### src/rtl/lsu_split.sv
// lsu_split: RV32I byte/half/word load-store unit in front of a word-wide synchronous BRAM port.
// Latency: resp_valid 1 cycle after accept, 2 cycles for a word-crossing access that gets split.
// Backpressure: req_ready only in IDLE, so one access is in flight at a time. LSU_SPLIT_MISALIGN_EN defined splits
// word-crossing accesses into two BRAM cycles; undefined, they are rejected with misalign_err and no memory write.
module lsu_split (
  input  logic        clk,
  input  logic        rst,
  input  logic        req_valid,
  output logic        req_ready,
  input  logic        req_we,
  input  logic [2:0]  req_funct3,
  input  logic [31:0] req_addr,
  input  logic [31:0] req_wdata,
  output logic        resp_valid,
  output logic [31:0] resp_rdata,
  output logic        misalign_err,
  output logic [31:0] mem_A,
  output logic [31:0] mem_WD,
  output logic [3:0]  mem_WE,
  input  logic [31:0] mem_RD
);

  typedef enum logic [1:0] {
    IDLE   = 2'd0,
    SECOND = 2'd1,
    RESP   = 2'd2
  } state_t;

  state_t      state_q, state_d;
  logic [1:0]  off_q;
  logic [2:0]  f3_q;
  logic        we_q;
  logic        cross_q;
`ifdef LSU_SPLIT_MISALIGN_EN
  logic [29:0] word_q;
  logic [31:0] wdata_q;
  logic [31:0] lo_q;
`endif

  // Access size in bytes; unused codes fall back to a full word.
  function automatic logic [2:0] size_bytes(input logic [2:0] f3);
    case (f3[1:0])
      2'b00:   size_bytes = 3'd1;
      2'b01:   size_bytes = 3'd2;
      default: size_bytes = 3'd4;
    endcase
  endfunction

  // Byte-lane mask of the access before it is shifted to its offset.
  function automatic logic [3:0] size_mask(input logic [2:0] f3);
    case (f3[1:0])
      2'b00:   size_mask = 4'b0001;
      2'b01:   size_mask = 4'b0011;
      default: size_mask = 4'b1111;
    endcase
  endfunction

  logic [2:0]  req_end;
  logic        req_cross;
  logic        accept;
  logic [31:0] ld_raw;
  logic [31:0] ld_ext;

  // An access crosses into the next word when offset + size runs past byte 4.
  assign req_end   = {1'b0, req_addr[1:0]} + size_bytes(req_funct3);
  assign req_cross = (req_end > 3'd4);
  assign accept    = req_valid && req_ready;

  // Align the returned word(s) so the addressed byte lands in lane 0.
  always_comb begin
`ifdef LSU_SPLIT_MISALIGN_EN
    if (cross_q) begin
      ld_raw = 32'({mem_RD, lo_q} >> {off_q, 3'b000});
    end else begin
      ld_raw = mem_RD >> {off_q, 3'b000};
    end
`else
    ld_raw = mem_RD >> {off_q, 3'b000};
`endif
  end

  // Sign- or zero-extend the low n bytes according to funct3.
  always_comb begin
    case (f3_q[1:0])
      2'b00:   ld_ext = f3_q[2] ? {24'd0, ld_raw[7:0]}  : {{24{ld_raw[7]}}, ld_raw[7:0]};
      2'b01:   ld_ext = f3_q[2] ? {16'd0, ld_raw[15:0]} : {{16{ld_raw[15]}}, ld_raw[15:0]};
      default: ld_ext = ld_raw;
    endcase
  end

  // Next state and all outputs; rst suppresses handshakes and writes in the same cycle.
  always_comb begin
    state_d      = state_q;
    req_ready    = 1'b0;
    resp_valid   = 1'b0;
    resp_rdata   = 32'd0;
    misalign_err = 1'b0;
    mem_A        = 32'd0;
    mem_WD       = 32'd0;
    mem_WE       = 4'd0;
    case (state_q)
      IDLE: begin
        req_ready = !rst;
        mem_A     = {req_addr[31:2], 2'b00};
        if (req_valid && !rst) begin
`ifdef LSU_SPLIT_MISALIGN_EN
          if (req_we) begin
            mem_WE = size_mask(req_funct3) << req_addr[1:0];
            mem_WD = req_wdata << {req_addr[1:0], 3'b000};
          end
          state_d = req_cross ? SECOND : RESP;
`else
          // A crossing access is refused outright: nothing is written.
          if (req_we && !req_cross) begin
            mem_WE = size_mask(req_funct3) << req_addr[1:0];
            mem_WD = req_wdata << {req_addr[1:0], 3'b000};
          end
          state_d = RESP;
`endif
        end
      end
      SECOND: begin
`ifdef LSU_SPLIT_MISALIGN_EN
        // Upper half of the shifted lane mask/data goes to the following word (wraps at 4 GiB).
        mem_A = {word_q + 30'd1, 2'b00};
        if (we_q && !rst) begin
          mem_WE = 4'(({4'd0, size_mask(f3_q)} << off_q) >> 4);
          mem_WD = 32'(({32'd0, wdata_q} << {off_q, 3'b000}) >> 32);
        end
        state_d = RESP;
`else
        state_d = IDLE;
`endif
      end
      RESP: begin
        resp_valid = !rst;
`ifdef LSU_SPLIT_MISALIGN_EN
        if (!rst && !we_q) begin
          resp_rdata = ld_ext;
        end
`else
        misalign_err = cross_q && !rst;
        if (!rst && !we_q && !cross_q) begin
          resp_rdata = ld_ext;
        end
`endif
        state_d = IDLE;
      end
      default: state_d = IDLE;
    endcase
  end

  // State register plus request capture on accept and first-word capture in SECOND.
  always_ff @(posedge clk) begin
    if (rst) begin
      state_q <= IDLE;
      off_q   <= 2'd0;
      f3_q    <= 3'd0;
      we_q    <= 1'b0;
      cross_q <= 1'b0;
`ifdef LSU_SPLIT_MISALIGN_EN
      word_q  <= 30'd0;
      wdata_q <= 32'd0;
      lo_q    <= 32'd0;
`endif
    end else begin
      state_q <= state_d;
      if (accept) begin
        off_q   <= req_addr[1:0];
        f3_q    <= req_funct3;
        we_q    <= req_we;
        cross_q <= req_cross;
`ifdef LSU_SPLIT_MISALIGN_EN
        word_q  <= req_addr[31:2];
        wdata_q <= req_wdata;
`endif
      end
`ifdef LSU_SPLIT_MISALIGN_EN
      if (state_q == SECOND) begin
        lo_q <= mem_RD;
      end
`endif
    end
  end

endmodule
### config.mk
export PLATFORM = sky130hd
export DESIGN_NAME = lsu_split
export DESIGN_NICKNAME = d
export VERILOG_FILES = /design/src/rtl/lsu_split.sv
export SDC_FILE = /design/constraint.sdc
export NUM_CORES = 1
export LEC_CHECK = 0
export CELL_PAD_IN_SITES_DETAIL_PLACEMENT = 0
export CELL_PAD_IN_SITES_GLOBAL_PLACEMENT = 1
export CORE_MARGIN = 5
export CORE_UTILIZATION = 19
export DETAILED_ROUTE_END_ITERATION = 8
export HOLD_SLACK_MARGIN = 0.05
export PLACE_DENSITY = 0.92
export SYNTH_ARGS = -nofsm -noshare
export SYNTH_HDL_FRONTEND = slang
export SYNTH_SLANG_ARGS = --single-unit
export TNS_END_PERCENT = 30
### constraint.sdc
create_clock -name clk -period 5 [get_ports clk]
set_input_delay 1 -clock clk [delete_from_list [all_inputs] [get_ports clk]]
set_output_delay 1 -clock clk [all_outputs]
set_load 0.01 [all_outputs]
Yosys cells after proc, flatten, opt, wreduce, memory -nomap -nowiden
Index checks and enable logic that the tools add are counted.
{"block": "totals", "wordCells": 47, "register_bits": 8, "out_inout_bits": 103}
{"block": "classes", "eq_ne": 2, "n_bitwise": 1, "n_reduce_logical": 14, "n_lt_le_gt_ge": 1, "n_shift": 3, "add_sub_neg": 1, "n_mux": 20}
{"op": "2-to-1 mux 32 bit", "count": 8}
{"op": "one-hot mux 32 bit (2 select lines)", "count": 1}
{"op": "<< shifter 32 x 5 -> 32 bit", "count": 1}
{"op": ">> shifter 32 x 5 -> 32 bit", "count": 1}
{"op": "2-to-1 mux 4 bit", "count": 6}
{"op": "one-hot mux 4 bit (2 select lines)", "count": 1}
{"op": "logical AND 1 bit", "count": 6}
{"op": "zero test 2 bit", "count": 3}
{"op": "one-hot mux 3 bit (2 select lines)", "count": 1}
{"op": "== test 2 x 1 -> 1 bit (second input constant)", "count": 2}
{"op": "zero test 1 bit", "count": 4}
{"op": "<< shifter 4 x 2 -> 4 bit", "count": 1}
{"op": "adder 2 x 3 -> 3 bit", "count": 1}
{"op": "greater-than comparator 3 bit (second input constant)", "count": 1}
{"op": "2-to-1 mux 1 bit", "count": 3}
{"op": "OR reduction 2 bit", "count": 1}
{"op": "inverter 1 bit", "count": 1}

Logic depth before layout (Yosys ltp)
{"block": "depth", "ltp_word": 13, "ltp_mapped": 9}

Least setup slack after synthesis
No wires, ideal clock.
{"block": "synth_path", "path_kind": "input to output", "from": "input req_addr[1]", "to": "output mem_WD[0]", "path_slack_ns": 0.650, "required_ns": 4.000, "stages": 7, "n_path_buf": 2, "arrival_time_ns": 3.350, "cell_sequence": "buf_1 > clkbuf_1 > inv_1 > fa_1 > xnor2_1 > a2111oi_2 > and2_1"}
{"block": "synth_between", "elab_chain_cells": 7, "elab_cells_between_ends": 8}
{"element": "start: declaration", "line_no": "12", "text": "input logic [31:0] req_addr,"}
{"element": "adder 2 x 3 -> 3 bit", "line_no": "65", "text": "assign req_end = {1'b0, req_addr[1:0]} + size_bytes(req_funct3);"}
{"element": "greater-than comparator 3 bit", "line_no": "66", "text": "assign req_cross = (req_end > 3'd4);"}
{"element": "zero test 1 bit", "line_no": "114", "text": "if (req_we && !req_cross) begin"}
{"element": "logical AND 1 bit", "line_no": "114"}
{"element": "2-to-1 mux 32 bit (*)", "line_no": "114"}
{"element": "2-to-1 mux 32 bit (*)", "line_no": "105", "text": "if (req_valid && !rst) begin"}
{"element": "2-to-1 mux 32 bit (*)", "line_no": "101", "text": "case (state_q)"}
{"element": "end: declaration", "line_no": "18", "text": "output logic [31:0] mem_WD,"}
Every way passes the cells marked *; elsewhere a longest branch is shown, timed or not.

Final worst setup path
{"block": "layout_path", "from": "input req_funct3[0]", "to": "output mem_WD[30]"}
{"block": "layout_between", "elab_chain_cells": 9, "elab_cells_between_ends": 10}
{"element": "start: declaration", "line_no": "11", "text": "input logic [2:0] req_funct3,"}
{"element": "== test 2 x 1 -> 1 bit or zero test 2 bit (tied branches)", "line_no": "42", "text": "case (f3[1:0])"}
{"element": "one-hot mux 3 bit (2 select lines) (*)", "line_no": "42"}
{"element": "adder 2 x 3 -> 3 bit (*)", "line_no": "65"}
{"element": "greater-than comparator 3 bit (*)", "line_no": "66"}
{"element": "zero test 1 bit (*)", "line_no": "114"}
{"element": "logical AND 1 bit (*)", "line_no": "114"}
{"element": "2-to-1 mux 32 bit (*)", "line_no": "114"}
{"element": "2-to-1 mux 32 bit (*)", "line_no": "105"}
{"element": "2-to-1 mux 32 bit (*)", "line_no": "101"}
Marks and branches as above.

==> flow_summary_export.csv <==
group,metric,value,unit
run_status,outcome,"complete, no violations",
logic_synthesis,synth.most_common_cell,"nor2b_1",
pwr,p_leak,1.47,nW
clocking,cts_max_level,1,
place,gp_congestion,0.882,
logic_synthesis,yosysWarnings,0,
run,cap_viol_max_count,0,
logic_synthesis,synth_top_area_share,12.9,%
worst_hold_path,hold_path.class,"flip-flop to flip-flop",
pwr,ir_worst_vdd,0.0700,mV
worst_setup_path,critPathKind,"input pin to output pin",
route,drc_errors,0,
worst_setup_path,slowest_stage,"clkdlybuf4s50_1",
logic_synthesis,ys_ff_latch,8,
logic_synthesis,synth_enable_flop_cells,0,
sta,setup_tns,0,ns
worst_setup_path,crit_top_cell,"clkdlybuf4s50_1",
layout,final_core_util,40.6,%
layout,finish.net_count,578,
clocking,clk_latency,0.23,ns
clocking,cts_buffer_depth,2,
floorplan,die_h,114,µm
logic_synthesis,synth_cell_types,41,
layout,syn_to_final_growth,107,%
worst_setup_path,path_depth,9,
clocking,clkSlewWorstSetupHoldPaths,0.04,ns
worst_setup_path,critPathTopFamily,"buffers and inverters",
logic_synthesis,syn_area,2040,µm²
clocking,cts_hold_buf,0,
logic_synthesis,postSynthAreaPerCell,7.14,µm²
route,viasPerCell,4.77,
global_routing,antenna_found_initial,0,
clocking,cts-resized-gates,0,
logic_synthesis,yosys-top-cells-area,"nor2b_1 (13%), mux2i_1 (12%), mux2_2 (9.4%)",
place,io_buffers,203,
route,wl_per_cell,16.4,µm
floorplan,die_w,114,µm
sta,min_period,4.76,ns
global_routing,grt_max_degree,40,
worst_setup_path,critPathBufInv,3,
route,vias,2890,
worst_setup_path,worstPathArrival,3.76,ns
sta,rsz0062_at_grt,"false",
sta,finalCritPeriodShare,95.3,%
sta,tightest_slew,0.990,ns
worst_setup_path,cp_cell_sequence,"clkdlybuf4s50_1 > nor2_1 > ha_1 > inv_1 > fa_1 > xnor2_1 > a21o_2 > a211oi_1 > clkdlybuf4s50_1",
layout,antenna-diode-count,0,
global_routing,track_usage,14.5,%
layout,drive_gt1_share,7.87,%
sta,drv_slew,0,
global_routing,gr-total-overflow,0,
floorplan,dieArea,12900,µm²
clocking,postCtsSetupBuffers,0,
logic_synthesis,ys_async_sr_fraction,0,%
pwr,power_density,109,nW/µm²
route,drt-total-wl,9960,µm
worst_setup_path,cp-end-kind,"output pin",
sta,slew_headroom,33.9,%
logic_synthesis,ys_seq_area_share,7.85,%
global_routing,grt_pass1_wl,15500,µm
sta,hold_viol,0,
clocking,cts-buffers-inserted,3,
worst_setup_path,max_stage_delay,0.60,ns
floorplan,row_count,37,
clocking,cts_tree,"done",
sta,max_freq,0.210,GHz
worst_setup_path,path_max_fanout,27,
sta,finalSetupViolations,0,
worst_setup_path,cp-start-kind,"input pin",
logic_synthesis,synth_cells,286,
logic_synthesis,synth_common_cells,"nor2b_1 (42), mux2i_1 (25), a211oi_1 (24), nor2_1 (22), clkbuf_1 (18)",
clocking,clock-sinks,8,
place,hpwl,8170,µm
logic_synthesis,synth_ff_type,"dfxtp_1",
logic_synthesis,yosysTopAreaCell,"nor2b_1",
worst_setup_path,required,4.00,ns
clocking,cts_root_buffer,"clkbuf_8",
worst_hold_path,hold_depth,2,
worst_setup_path,reg2reg_depth,5,
floorplan,coreArea,10400,µm²
sta,fin_worst_skew,0.00259,ns
route,ant_nets,0,
route,first_pass_iters,4,
floorplan,initial_core_util,19.6,%
route,drt_iter0_markers,197,
floorplan,ios,206,
global_routing,grt_pass1_vias,3055,
## flip-flops by register name (all words and copies together), names as in the netlist
register	cells
f3_q	3
off_q	2
cross_q	1
we_q	1
state_q	1
## final cells by class
cell class / count / area [µm²]
clock buffer: 3 / 41.3
fill: 1098 / 6190
inverter: 5 / 18.8
multi-input combinational: 240 / 1720
sequential: 8 / 160
tap: 136 / 170
timing repair buffer: 214 / 2110
## stage by stage
step / power [W] / setup WS [ns] / cells / instance area [µm²] / hold slack [ns]
after global placement: 0.000381 / 0.193 / 603 / 4180 / 0.478
after CTS: 0.000466 / 0.0709 / 606 / 4220 / 0.491
after detailed placement: 0.000385 / 0.0806 / 603 / 4180 / 0.485
after global routing: 0.000490 / 0.0986 / 606 / 4220 / 0.540
after floorplan: 0.000208 / 0.650 / 287 / 2040 / 0.457
final: 0.000461 / 0.236 / 606 / 4220 / 0.486
## power breakdown
group / internal, W / leakage (nW) / switching [W]
Clock: 0.0000522 / 0.0216 / 0.0000257
Combinational: 0.000179 / 1.39 / 0.000131
Sequential: 0.0000682 / 0.0657 / 0.00000573
Total: 0.000299 / 1.47 / 0.000162
## worst min-delay path: stages, from the launching register on
cell and delay (ns):
dfxtp_1 0.30, inv_1 0.07, o31ai_1 0.07
## final timing paths
| kind | startpoint | slack, ns | endpoint |
|---|---|---|---|
| max | req_funct3[0] | 0.24 | mem_WD[30] |
| min | f3_q[2] | 0.49 | f3_q[2] |
| max reg2reg | state_q[1] | 3.67 | off_q[1] |
| min reg2reg | f3_q[2] | 0.49 | f3_q[2] |
## routing by layer
layer | share of wire [%] | GRT usage, % | wire [µm]
met3 | 11 | 5.68 | 1070
met1 | 40 | 16.0 | 4000
met5 | 0 | 0 | 0
met4 | 1.1 | 3.29 | 114
met2 | 48 | 26.1 | 4770
## cells by family (layout without fill, tap and decap cells)
logic type | Yosys count | in the layout | share of synthesized area (%)
multiplexers | 43 | 43 | 22.7
AND/OR/NAND/NOR | 124 | 124 | 34.2
adder cells (fa/ha/maj) | 3 | 3 | 2.21
buffers and inverters | 39 | 222 | 8.15
other | 1 | 2 | 0.184
AO/OA/AOI/OAI | 66 | 66 | 23.8
flip-flops | 8 | 8 | 7.85
XOR/XNOR | 2 | 2 | 0.859
## cells in the final DEF, fill, tap and decap left out, types with 3 or more instances in the layout
cell type / n
clkdlybuf4s50_1: 203
nor2b_1: 42
mux2i_1: 25
a211oi_1: 24
nor2_1: 22
mux2_2: 17
nor3_1: 17
buf_4: 11
and2_1: 10
o21ai_1: 9
nand3_1: 9
o21ai_0: 9
a221oi_1: 9
nand4_1: 8
a2bb2oi_1: 8
dfxtp_1: 8
inv_1: 5
nand2b_1: 5
nand2_1: 5
clkbuf_8: 3
Note: power is estimated with default switching activity, not from simulation.
==> RTL change (same flow settings) <==
Re-encode `state_t` (3 states) as one-hot, 3 bits wide.
--- a/src/rtl/lsu_split.sv
+++ b/src/rtl/lsu_split.sv
@@ -21,8 +21,8 @@
 );
 
-  typedef enum logic [1:0] {
-    IDLE   = 2'd0,
-    SECOND = 2'd1,
-    RESP   = 2'd2
+  typedef enum logic [2:0] {
+    IDLE   = 3'b001,
+    SECOND = 3'b010,
+    RESP   = 3'b100
   } state_t;
 
Formal check against the unedited RTL: same outputs for any inputs over 10 cycles, from zero or initial values and one cycle with rst high; not proved beyond that.
==> RTL change against the unedited design <==
Worst setup slack got worse by 41 ps; utilization is 0.42 points higher; count of clock-buffer cells in the layout is 1 higher; critical endpoint is now mem_WD[22]; global-route usage increased by 0.21 points; sequential cell count up 1; area after synthesis fell by 2.8%; clock power increased by 6.3%; final area is 0.77% lower; total power decreased by 1.8%; sequential power is 8.9% higher; via count grew 2.9%; wire length increased by 2.0%; register-to-register slack hardly changed; critical path depth increased by 2.
==> RTL change: results (changes against the unedited design) <==
| Metric | Value |
|---|---|
| Worst Reg-to-Reg Cells | 6 (+1) |
| DP HPWL | 8300 microns (+1.5%) |
| Layout cell share with drive strength beyond 1 | 5.23% (-2.6 points) |
| First-pass GRT wire length | 15,400 microns (-0.31%) |
| Logic pwr share | 63.9% (-3.2 points) |
| Top cells by count, synth | and2_1 (38), a211oi_1 (31), a21oi_1 (29), nand2_1 (29), mux2i_1 (24) |
| Met2 usage | 26.6% (+0.47 points) |
| Vias | 2,973 (+2.9%) |
| Synth warnings | 0 (unchanged) |
| Synthesized instance count | 308 (+7.7%) |
| Routability Congestion | 0.911 (+3.3%) |
| Vias in the first global route | 3,084 (+0.95%) |
| Leakage dissipation | 1.53 nW (+3.7%) |
| Cell count after placement | 629 (+4.3%) |
| WL met3 | 884 microns (-18%) |
| Peak VDD IR | 0.0000559 V (-20%) |
| Layout Skew | 0.626 ps (-1.96 ps) |
| Nets | 604 (+4.5%) |
| Biggest regs | f3_q: 3 flops, off_q: 2 flops, state_q: 2 flops |
| Top post-synthesis cells by area | mux2i_1 (12%), and2_1 (12%), a211oi_1 (12%) |
| FILL cells | 1,036 (-5.6%) |
| Met2 wire length | 4990 microns (+4.6%) |
| Tot Pwr | 453 uW (-1.8%) |
| CP arrival | 3800 ps (+40 ps) |
| Sequential cell area fraction in the yosys report | 9.09% (+1.2 points) |
| Detailed Routing Iterations Pass 1 | 4 (unchanged) |
| Vias per cell | 4.70 (-1.5%) |
| Outcome | completed |
| Worst-path maximum fanout | 16 (-41%) |
| Met1 Use GR | 16.7% (+0.65 points) |
| Postcts setup bufs | 0 (unchanged) |
| Clk power | 82.8 uW (+6.3%) |
| DRT Wirelength | 10,200 microns (+2.0%) |
| Slew HR | 47.6% (+14 points) |
| Met1 wire length | 4090 microns (+2.1%) |
| Total track usage | 14.7% (+0.21 points) |
| GR Util met3 | 4.20% (-1.5 points) |
| Pre-CTS WS | 199 ps (+118 ps) |
| Placed cell areas | 0.00414 sq mm (-0.90%) |
| Sw frac | 34.0% (-1.1 points) |
| Drt first-iter violations | 187 (-5.1%) |
| Synth cell types | 36 (-12%) |
-- RTL change: tightest hold or removal path: stages, from the launching register on --
cell and delay [ps]:
dfxtp_1 300, nand2_1 50, a21oi_1 60
-- RTL change: kinds of logic after synthesis --
family                   synth area share (%)
AO/OA/AOI/OAI                            25.7
XOR/XNOR                                0.442
adder cells (fa/ha/maj)                  2.27
buffers and inverters                    8.33
flip-flops                               9.09
multiplexers                             13.2
other                                   0.189
AND/OR/NAND/NOR                          40.8
-- RTL change: area by class of cell --
cell class / instances / area, sq um / area share [%]
Timing Repair Buffer: 216 / 2130 / 50.8
Multi-Input combinational cell: 262 / 1640 / 39.2
Sequential cell: 9 / 180 / 4.30
Tap cell: 136 / 170 / 4.06
Clock buffer: 4 / 45.0 / 1.07
Inverter: 6 / 22.5 / 0.537
-- RTL change: path summary, 6_finish.rpt --
kind,from,endpoint,slack (ps)
min reg2reg,we_q,we_q,450
min,we_q,we_q,450
max,req_funct3[0],mem_WD[22],200
max reg2reg,state_q[2],off_q[1],3680
